$ cat config.mk
export PLATFORM = sky130hd
export DESIGN_NAME = ahb_bridge_arbiter
export DESIGN_NICKNAME = d
export VERILOG_FILES = /design/src/rtl/ahb_bridge_arbiter.sv
export SDC_FILE = /design/constraint.sdc
export NUM_CORES = 1
export LEC_CHECK = 0
export CORE_AREA = 3 3 147 149
export CTS_BUF_LIST = sky130_fd_sc_hd__clkbuf_8
export DETAILED_ROUTE_END_ITERATION = 10
export DIE_AREA = 0 0 150 152
export MAX_ROUTING_LAYER = met4
export PLACE_DENSITY_LB_ADDON = 0.25
export SETUP_SLACK_MARGIN = 0.02
export SYNTH_ARGS = -nofsm -noshare
export SYNTH_HDL_FRONTEND = slang
export SYNTH_SLANG_ARGS = --single-unit
$ cat constraint.sdc
create_clock -name Hclk -period 3.5 [get_ports Hclk]
set_clock_uncertainty 0.2 [all_clocks]
set_input_delay 1.05 -clock Hclk [delete_from_list [all_inputs] [get_ports Hclk]]
set_output_delay 1.05 -clock Hclk [all_outputs]
set_load 0.1 [all_outputs]
$ cat src/rtl/ahb_bridge_arbiter.sv
// Round-robin arbiter and address/data mux sharing one AHB-to-APB bridge slave port
// between NUM_MASTERS masters; handover only at transfer boundaries, bursts hold the bus.
module ahb_bridge_arbiter #(
    parameter int NUM_MASTERS = 4,
    parameter int MW          = (NUM_MASTERS > 1) ? $clog2(NUM_MASTERS) : 1
) (
    input  logic                      Hclk,
    input  logic                      Hresetn,
    input  logic [NUM_MASTERS-1:0]    Hbusreq,
    input  logic [NUM_MASTERS*32-1:0] m_Haddr,
    input  logic [NUM_MASTERS*2-1:0]  m_Htrans,
    input  logic [NUM_MASTERS-1:0]    m_Hwrite,
    input  logic [NUM_MASTERS*3-1:0]  m_Hsize,
    input  logic [NUM_MASTERS*3-1:0]  m_Hburst,
    input  logic [NUM_MASTERS*32-1:0] m_Hwdata,
    input  logic                      Hreadyout,
    output logic [NUM_MASTERS-1:0]    Hgrant,
    output logic [MW-1:0]             Hmaster,
    output logic [MW-1:0]             Hmaster_data,
    output logic                      Hready,
    output logic [31:0]               Haddr,
    output logic [1:0]                Htrans,
    output logic                      Hwrite,
    output logic [2:0]                Hsize,
    output logic [2:0]                Hburst,
    output logic [31:0]               Hwdata,
    output logic                      Hreadyin
);
    typedef enum logic [1:0] {ARB_IDLE, ARB_GRANT, ARB_BURST} state_t;

    localparam logic [1:0] TR_IDLE   = 2'b00;
    localparam logic [1:0] TR_BUSY   = 2'b01;
    localparam logic [1:0] TR_NONSEQ = 2'b10;
    localparam logic [1:0] TR_SEQ    = 2'b11;

    state_t                 state, state_n;
    logic [3:0]             cnt, cnt_n;
    logic [MW-1:0]          ptr, ptr_n, master_n;
    logic [NUM_MASTERS-1:0] grant_n;
    logic                   arb_found, rearb;
    logic [MW-1:0]          arb_idx;

    assign Hready   = Hreadyout;
    assign Hreadyin = Hreadyout;

    // Search starts one past the last owner, so the current owner is considered last.
    always_comb begin
        arb_found = 1'b0;
        arb_idx   = '0;
        for (int i = 1; i <= NUM_MASTERS; i++) begin
            if (!arb_found && Hbusreq[(int'(ptr) + i) % NUM_MASTERS]) begin
                arb_found = 1'b1;
                arb_idx   = MW'((int'(ptr) + i) % NUM_MASTERS);
            end
        end
    end

    always_ff @(posedge Hclk or negedge Hresetn) begin
        if (!Hresetn) begin
            state        <= ARB_IDLE;
            cnt          <= '0;
            ptr          <= '0;
            Hgrant       <= '0;
            Hmaster      <= '0;
            Hmaster_data <= '0;
        end else if (Hreadyout) begin
            state        <= state_n;
            cnt          <= cnt_n;
            ptr          <= ptr_n;
            Hgrant       <= grant_n;
            Hmaster      <= master_n;
            Hmaster_data <= Hmaster;
        end
    end

    // cnt==0 while in ARB_BURST marks an unbounded INCR burst.
    always_comb begin
        state_n  = state;
        cnt_n    = cnt;
        ptr_n    = ptr;
        grant_n  = Hgrant;
        master_n = Hmaster;
        rearb    = 1'b0;
        case (state)
            ARB_GRANT: begin
                if (Htrans == TR_NONSEQ && Hburst != 3'b000) begin
                    state_n = ARB_BURST;
                    case (Hburst[2:1])
                        2'b00:   cnt_n = 4'd0;
                        2'b01:   cnt_n = 4'd3;
                        2'b10:   cnt_n = 4'd7;
                        default: cnt_n = 4'd15;
                    endcase
                end else begin
                    rearb = 1'b1;
                end
            end
            ARB_BURST: begin
                if (cnt == 4'd0) begin
                    rearb = !(Hbusreq[Hmaster] && (Htrans == TR_SEQ || Htrans == TR_BUSY));
                end else if (Htrans == TR_SEQ) begin
                    if (cnt == 4'd1) rearb = 1'b1;
                    else             cnt_n = cnt - 4'd1;
                end else begin
                    rearb = (Htrans != TR_BUSY);
                end
            end
            default: rearb = 1'b1;
        endcase
        if (rearb) begin
            cnt_n = '0;
            if (arb_found) begin
                state_n          = ARB_GRANT;
                grant_n          = '0;
                grant_n[arb_idx] = 1'b1;
                master_n         = arb_idx;
                ptr_n            = arb_idx;
            end else begin
                state_n = ARB_IDLE;
                grant_n = '0;
            end
        end
    end

    always_comb begin
        Haddr  = '0;
        Htrans = TR_IDLE;
        Hwrite = 1'b0;
        Hsize  = '0;
        Hburst = '0;
        if (|Hgrant) begin
            Haddr  = m_Haddr[32*int'(Hmaster) +: 32];
            Htrans = m_Htrans[2*int'(Hmaster) +: 2];
            Hwrite = m_Hwrite[Hmaster];
            Hsize  = m_Hsize[3*int'(Hmaster) +: 3];
            Hburst = m_Hburst[3*int'(Hmaster) +: 3];
        end
        Hwdata = m_Hwdata[32*int'(Hmaster_data) +: 32];
    end
endmodule

Word-level counts from Yosys, hierarchy flattened. Index checks and enable logic that the tools add are counted.

Register bits: 14. Output and inout bits: 83. Logic and storage cells: 114.

Add/subtract/negate cells: 5. $mul: 1. Order comparisons: 7. Eq/ne operators: 13. Shift-type cells: 5. Muxes and demuxes: 48. Bitwise logic cells: 4. Reductions and logical operators: 26.

Operators with widths (count): 128-bit by 8-bit indexed part select with 32-bit output (2); 32-bit 2-to-1 mux (1); 12-bit by 32-bit indexed part select with 3-bit output (1); 4-bit 2-to-1 mux (6); 1-bit 2-to-1 mux (21); 3-bit by 4-bit < comparator with 1-bit output, second input constant (4); 2-bit 2-to-1 mux (8); 1-bit binary-select mux with 2-bit select (6); 3-bit inequality test, second input constant (4); 4-bit one-hot mux with 3 select lines (1); 12-bit by 5-bit indexed part select with 3-bit output (1); 2-bit equality test, second input constant (4); 4-bit one-hot mux with 2 select lines (1); 2-bit OR reduction (4); 8-bit by 4-bit indexed part select with 2-bit output (1); 2-bit by 1-bit equality test with 1-bit output, second input constant (3); 1-bit logical AND (6); 2-bit by 3-bit < comparator with 1-bit output, second input constant (2); 3-bit 2-to-1 mux (2); 3-bit AND reduction (2); 6-bit AND reduction (1); 3-bit nonzero test (2); 2-bit by 1-bit adder with 2-bit output, second input constant (2); 2-bit adder, second input constant (2); 15 further kinds (22).

Longest topological paths before layout.
Depth after elaboration: 21. Gate-level depth with buffers: 8. Gate-level depth less buffers: 7.

Worst setup path after synthesis. Ideal clock, no wire load.

Kind: reg-to-output. From: reg, netlist name ptr[1]. To: out Haddr[13]. Arrival time: 3226 ps. Slack: -976 ps. Stages on the path, launching flop included: 7. Path buffers: 4. Path through: dfrtp_1 buf_2 buf_1 clkbuf_1 clkbuf_1 mux4_2 and2_1.

RTL lines: end: declaration (line 21) `output logic [31:0] Haddr,`.

Final worst setup path.
From: in m_Hwdata[104]. To: out Hwdata[8].

Longest elaborated chain between the ends: 1.

RTL lines: start: declaration (line 15) `input logic [NUM_MASTERS*32-1:0] m_Hwdata,`; 128-bit by 8-bit indexed part select with 32-bit output (line 138) `Hwdata = m_Hwdata[32*int'(Hmaster_data) +: 32];`; end: declaration (line 26) `output logic [31:0] Hwdata,`.

Every way passes these cells.

==> metrics.log <==
[metrics] largest cells by area after synthesis: sky130_fd_sc_hd__mux4_2, sky130_fd_sc_hd__dfrtp_1, sky130_fd_sc_hd__and2_1
[metrics] clock buffer count from CTS: 3
[metrics] insertion delay to the later sink of the worst-skew pair: 250 ps
[metrics] slowest stage delay, CP: 530 ps
[metrics] global-route wire length before repair: 28.0 mm
[metrics] crit path buf inv count: 2
[metrics] detailed-route wire length per cell: 21.7 µm
[metrics] most frequent cells after synthesis: sky130_fd_sc_hd__mux4_2, sky130_fd_sc_hd__and2_1, sky130_fd_sc_hd__clkbuf_1, sky130_fd_sc_hd__dfrtp_1, sky130_fd_sc_hd__inv_1
[metrics] fraction of final layout cells with drive strength greater than 1: 38.2%
[metrics] initial core utilization: 14.9%
[metrics] via count of the first global-routing pass: 4501
[metrics] worst rel slew slack: 50.0%
[metrics] gpl congestion: 0.869
[metrics] Netlist Area Pre-Place: 3030 µm²
[metrics] initial DRC count: 76
[metrics] total gr overflow: 0
[metrics] register-to-register setup slack: 400 ps
[metrics] Clk pin slew, worst setup/hold paths: 60 ps
[metrics] run status: finished, final reports clean
[metrics] critical path required time: 2250 ps
[metrics] relative area change from synthesis to final layout: 167%
[metrics] placeable core area: 20300 µm²
[metrics] sum of net half-perimeters after detailed placement: 17.2 mm
[metrics] pin count of the biggest net entering global routing: 56
[metrics] Finish-stage setup viols: 0
[metrics] worst setup path category: primary input to output port
[metrics] number of top-level pins: 382
[metrics] number of synthesized register bits: 14
[metrics] number of nets at the end of the flow: 929
[metrics] Worst Path Max Fanout: 1
[metrics] most common cell in the synthesized netlist: sky130_fd_sc_hd__mux4_2
[metrics] Hold Worst Slack: 326 ps
[metrics] x dimension of the die: 150 µm
[metrics] number of antenna violations at the first check in global routing: 10
[metrics] library cell with the largest summed area after synthesis: sky130_fd_sc_hd__mux4_2
[metrics] Placed Cells incl. Taps: 887
[metrics] number of unique standard cell types used by synthesis: 48
[metrics] min Tclk post-route: 3480 ps
[metrics] flip-flop cell with the highest count after synthesis: sky130_fd_sc_hd__dfrtp_1
[metrics] Worst-Margin Slew: 751 ps
[metrics] deepest clock path buffer count: 2
[metrics] syn avg cell area: 12.3 µm²
[metrics] arrival time at the worst endpoint: 2230 ps
[metrics] top-area cell type share of the netlist area: 55.0%
[metrics] Max Clock Freq: 0.288 GHz
[metrics] fillers: 2011
[metrics] fin crit share: 99.4%
[metrics] clock net sink count: 14
[metrics] clock root buffer: sky130_fd_sc_hd__clkbuf_8
[metrics] Hold Crit Depth: 1
[metrics] Cell Count, Final, Fillers Out: 905
[metrics] Final Hold Vio Count: 0
[metrics] type of destination of the critical path: output port
[metrics] Hold Crit Start: Hgrant[2]
[metrics] worst reg2reg path startpoint: ptr[1]
[metrics] post-DR vias/cell: 4.41
[metrics] synthesized net count: 550
[metrics] r2r worst-path depth: 6
[metrics] final count of pins violating max slew: 0
[metrics] First-pass DRT Iterations: 4
[metrics] met2 wire length: 10.3 mm
[metrics] startpoint kind of the worst setup timing path: primary input
[metrics] number of warnings printed during yosys synthesis: 0
[metrics] Async S/R FF share, synth: 100%
[metrics] number of vias in the routed layout: 3989
[metrics] post-synthesis instance total: 247
[metrics] max cap viols: 0
[metrics] sequential share of the synthesized area: 11.6%
[metrics] Metal-1 WL: 6.98 mm
[metrics] Global Route Usage Sum: 16.7%
[metrics] critical path cell sequence: clkdlybuf4s50_1 > mux4_2 > buf_12
[metrics] post-route antenna net violation count: 0
[metrics] die area: 22800 µm²
[metrics] number of synthesized flops with an enable pin: 0
[metrics] Total Wirelength: 19.6 mm
[metrics] met3 wire length: 2.18 mm
[metrics] Min-Delay Endpoint: Hgrant[2]
[metrics] setup repair after global routing missed its margin: true
[metrics] maximum level of the CTS H-tree: 1
[metrics] number of hold-repair buffers added at the cts stage: 0
[metrics] summed negative setup slack over all endpoints: 0 ps
[metrics] Crit path max-delay family: buffers and inverters
[metrics] number of design rule violations left after detail routing: 0
[metrics] highest layer used for signal routing: met4
[metrics] number of standard-cell rows in the floorplan: 52
[metrics] CTS tree: done
[metrics] fin util: 39.8%
[metrics] worst min path class: register to register
[metrics] die extent in y: 152 µm
[metrics] PortBufs: 381
[metrics] end of the worst register-to-register path: Hgrant[1]
[metrics] slowest cell on the critical path: sky130_fd_sc_hd__mux4_2
## cell type report
type / count / area (µm²) / area share (%)
Tap cell: 270 / 338 / 4.18
Timing Repair Buffer: 402 / 4630 / 57.4
Multi-Input combinational cell: 194 / 2620 / 32.4
Clock buffer: 4 / 55.1 / 0.682
Inverter: 11 / 41.3 / 0.511
Antenna cell: 10 / 25.0 / 0.310
Sequential cell: 14 / 364 / 4.51
## flip-flops by register name (all words and copies together), names as in the netlist
| name | cells |
|---|---|
| Hgrant | 4 |
| ptr | 2 |
| cnt | 4 |
| Hmaster_data | 2 |
| state | 2 |
## through the flow
step	cell area, µm²	setup slack (ps)
2_1_floorplan	3100	39.6
6_report	8080	22.7
5_1_grt	8080	1.45
3_3_place_gp	8060	-206
3_5_place_dp	8060	-219
4_1_cts	8010	20.4
## layout by cell type (no fill, tap or decap), types with 3 or more instances in the layout
master,synthesis,layout
sky130_fd_sc_hd__mux4_2,74,74
sky130_fd_sc_hd__clkbuf_8,0,4
sky130_fd_sc_hd__o21ai_1,4,4
sky130_fd_sc_hd__nor2_1,6,6
sky130_fd_sc_hd__ha_1,4,4
sky130_fd_sc_hd__dfrtp_1,14,7
sky130_fd_sc_hd__clkdlybuf4s50_1,0,131
sky130_fd_sc_hd__buf_12,0,81
sky130_fd_sc_hd__a2111oi_0,3,3
sky130_fd_sc_hd__a21oi_1,4,4
sky130_fd_sc_hd__dlymetal6s2s_1,0,17
sky130_fd_sc_hd__nor3_1,3,3
sky130_fd_sc_hd__diode_2,0,10
sky130_fd_sc_hd__dlygate4sd2_1,0,150
sky130_fd_sc_hd__inv_1,10,9
sky130_fd_sc_hd__buf_4,2,23
sky130_fd_sc_hd__dfrtp_2,0,5
sky130_fd_sc_hd__and2_4,0,40
sky130_fd_sc_hd__mux2_1,5,5
sky130_fd_sc_hd__o21ai_0,3,3
sky130_fd_sc_hd__nand2_1,4,3
sky130_fd_sc_hd__nor2b_1,4,4
## worst max-delay path by stage
stage	endpoint	depth (start not counted)	slack [ps]	start
global placement	Htrans[1]	4	-210	m_Htrans[5]
detailed placement	Htrans[1]	4	-220	m_Htrans[5]
CTS	Haddr[7]	4	20	m_Haddr[71]
floorplan	Haddr[0]	5	40	ptr[1]
global route	Haddr[11]	4	1	m_Haddr[43]
finish	Hwdata[8]	3	20	m_Hwdata[104]
## timing repair
item                                    4_1_cts  5_1_grt
endpoints found under the setup margin       44       10
setup buffers                                 4        0
resized for setup                           184       17
## logic make-up (layout without fill, tap and decap cells)
family / Yosys count / in the layout / synth area share, %
other cells: 0 / 10 / 0
simple gates: 74 / 74 / 14.9
flops: 14 / 14 / 11.6
buf+inv: 39 / 417 / 5.29
compound gates: 33 / 33 / 8.31
fa+ha+maj: 4 / 4 / 1.65
mux: 83 / 83 / 58.3
## layer usage
| metal | global-route usage (%) | vias to the layer above |
|---|---|---|
| met5 | - | - |
| li1 | - | 1796 |
| met2 | 30.3 | 254 |
| met1 | 17.7 | 1933 |
| met3 | 5.84 | 6 |
| met4 | 2.40 | 0 |
Power is not shown: default switching activity piles up to over one toggle a cycle in this logic, so the estimate is an artifact.
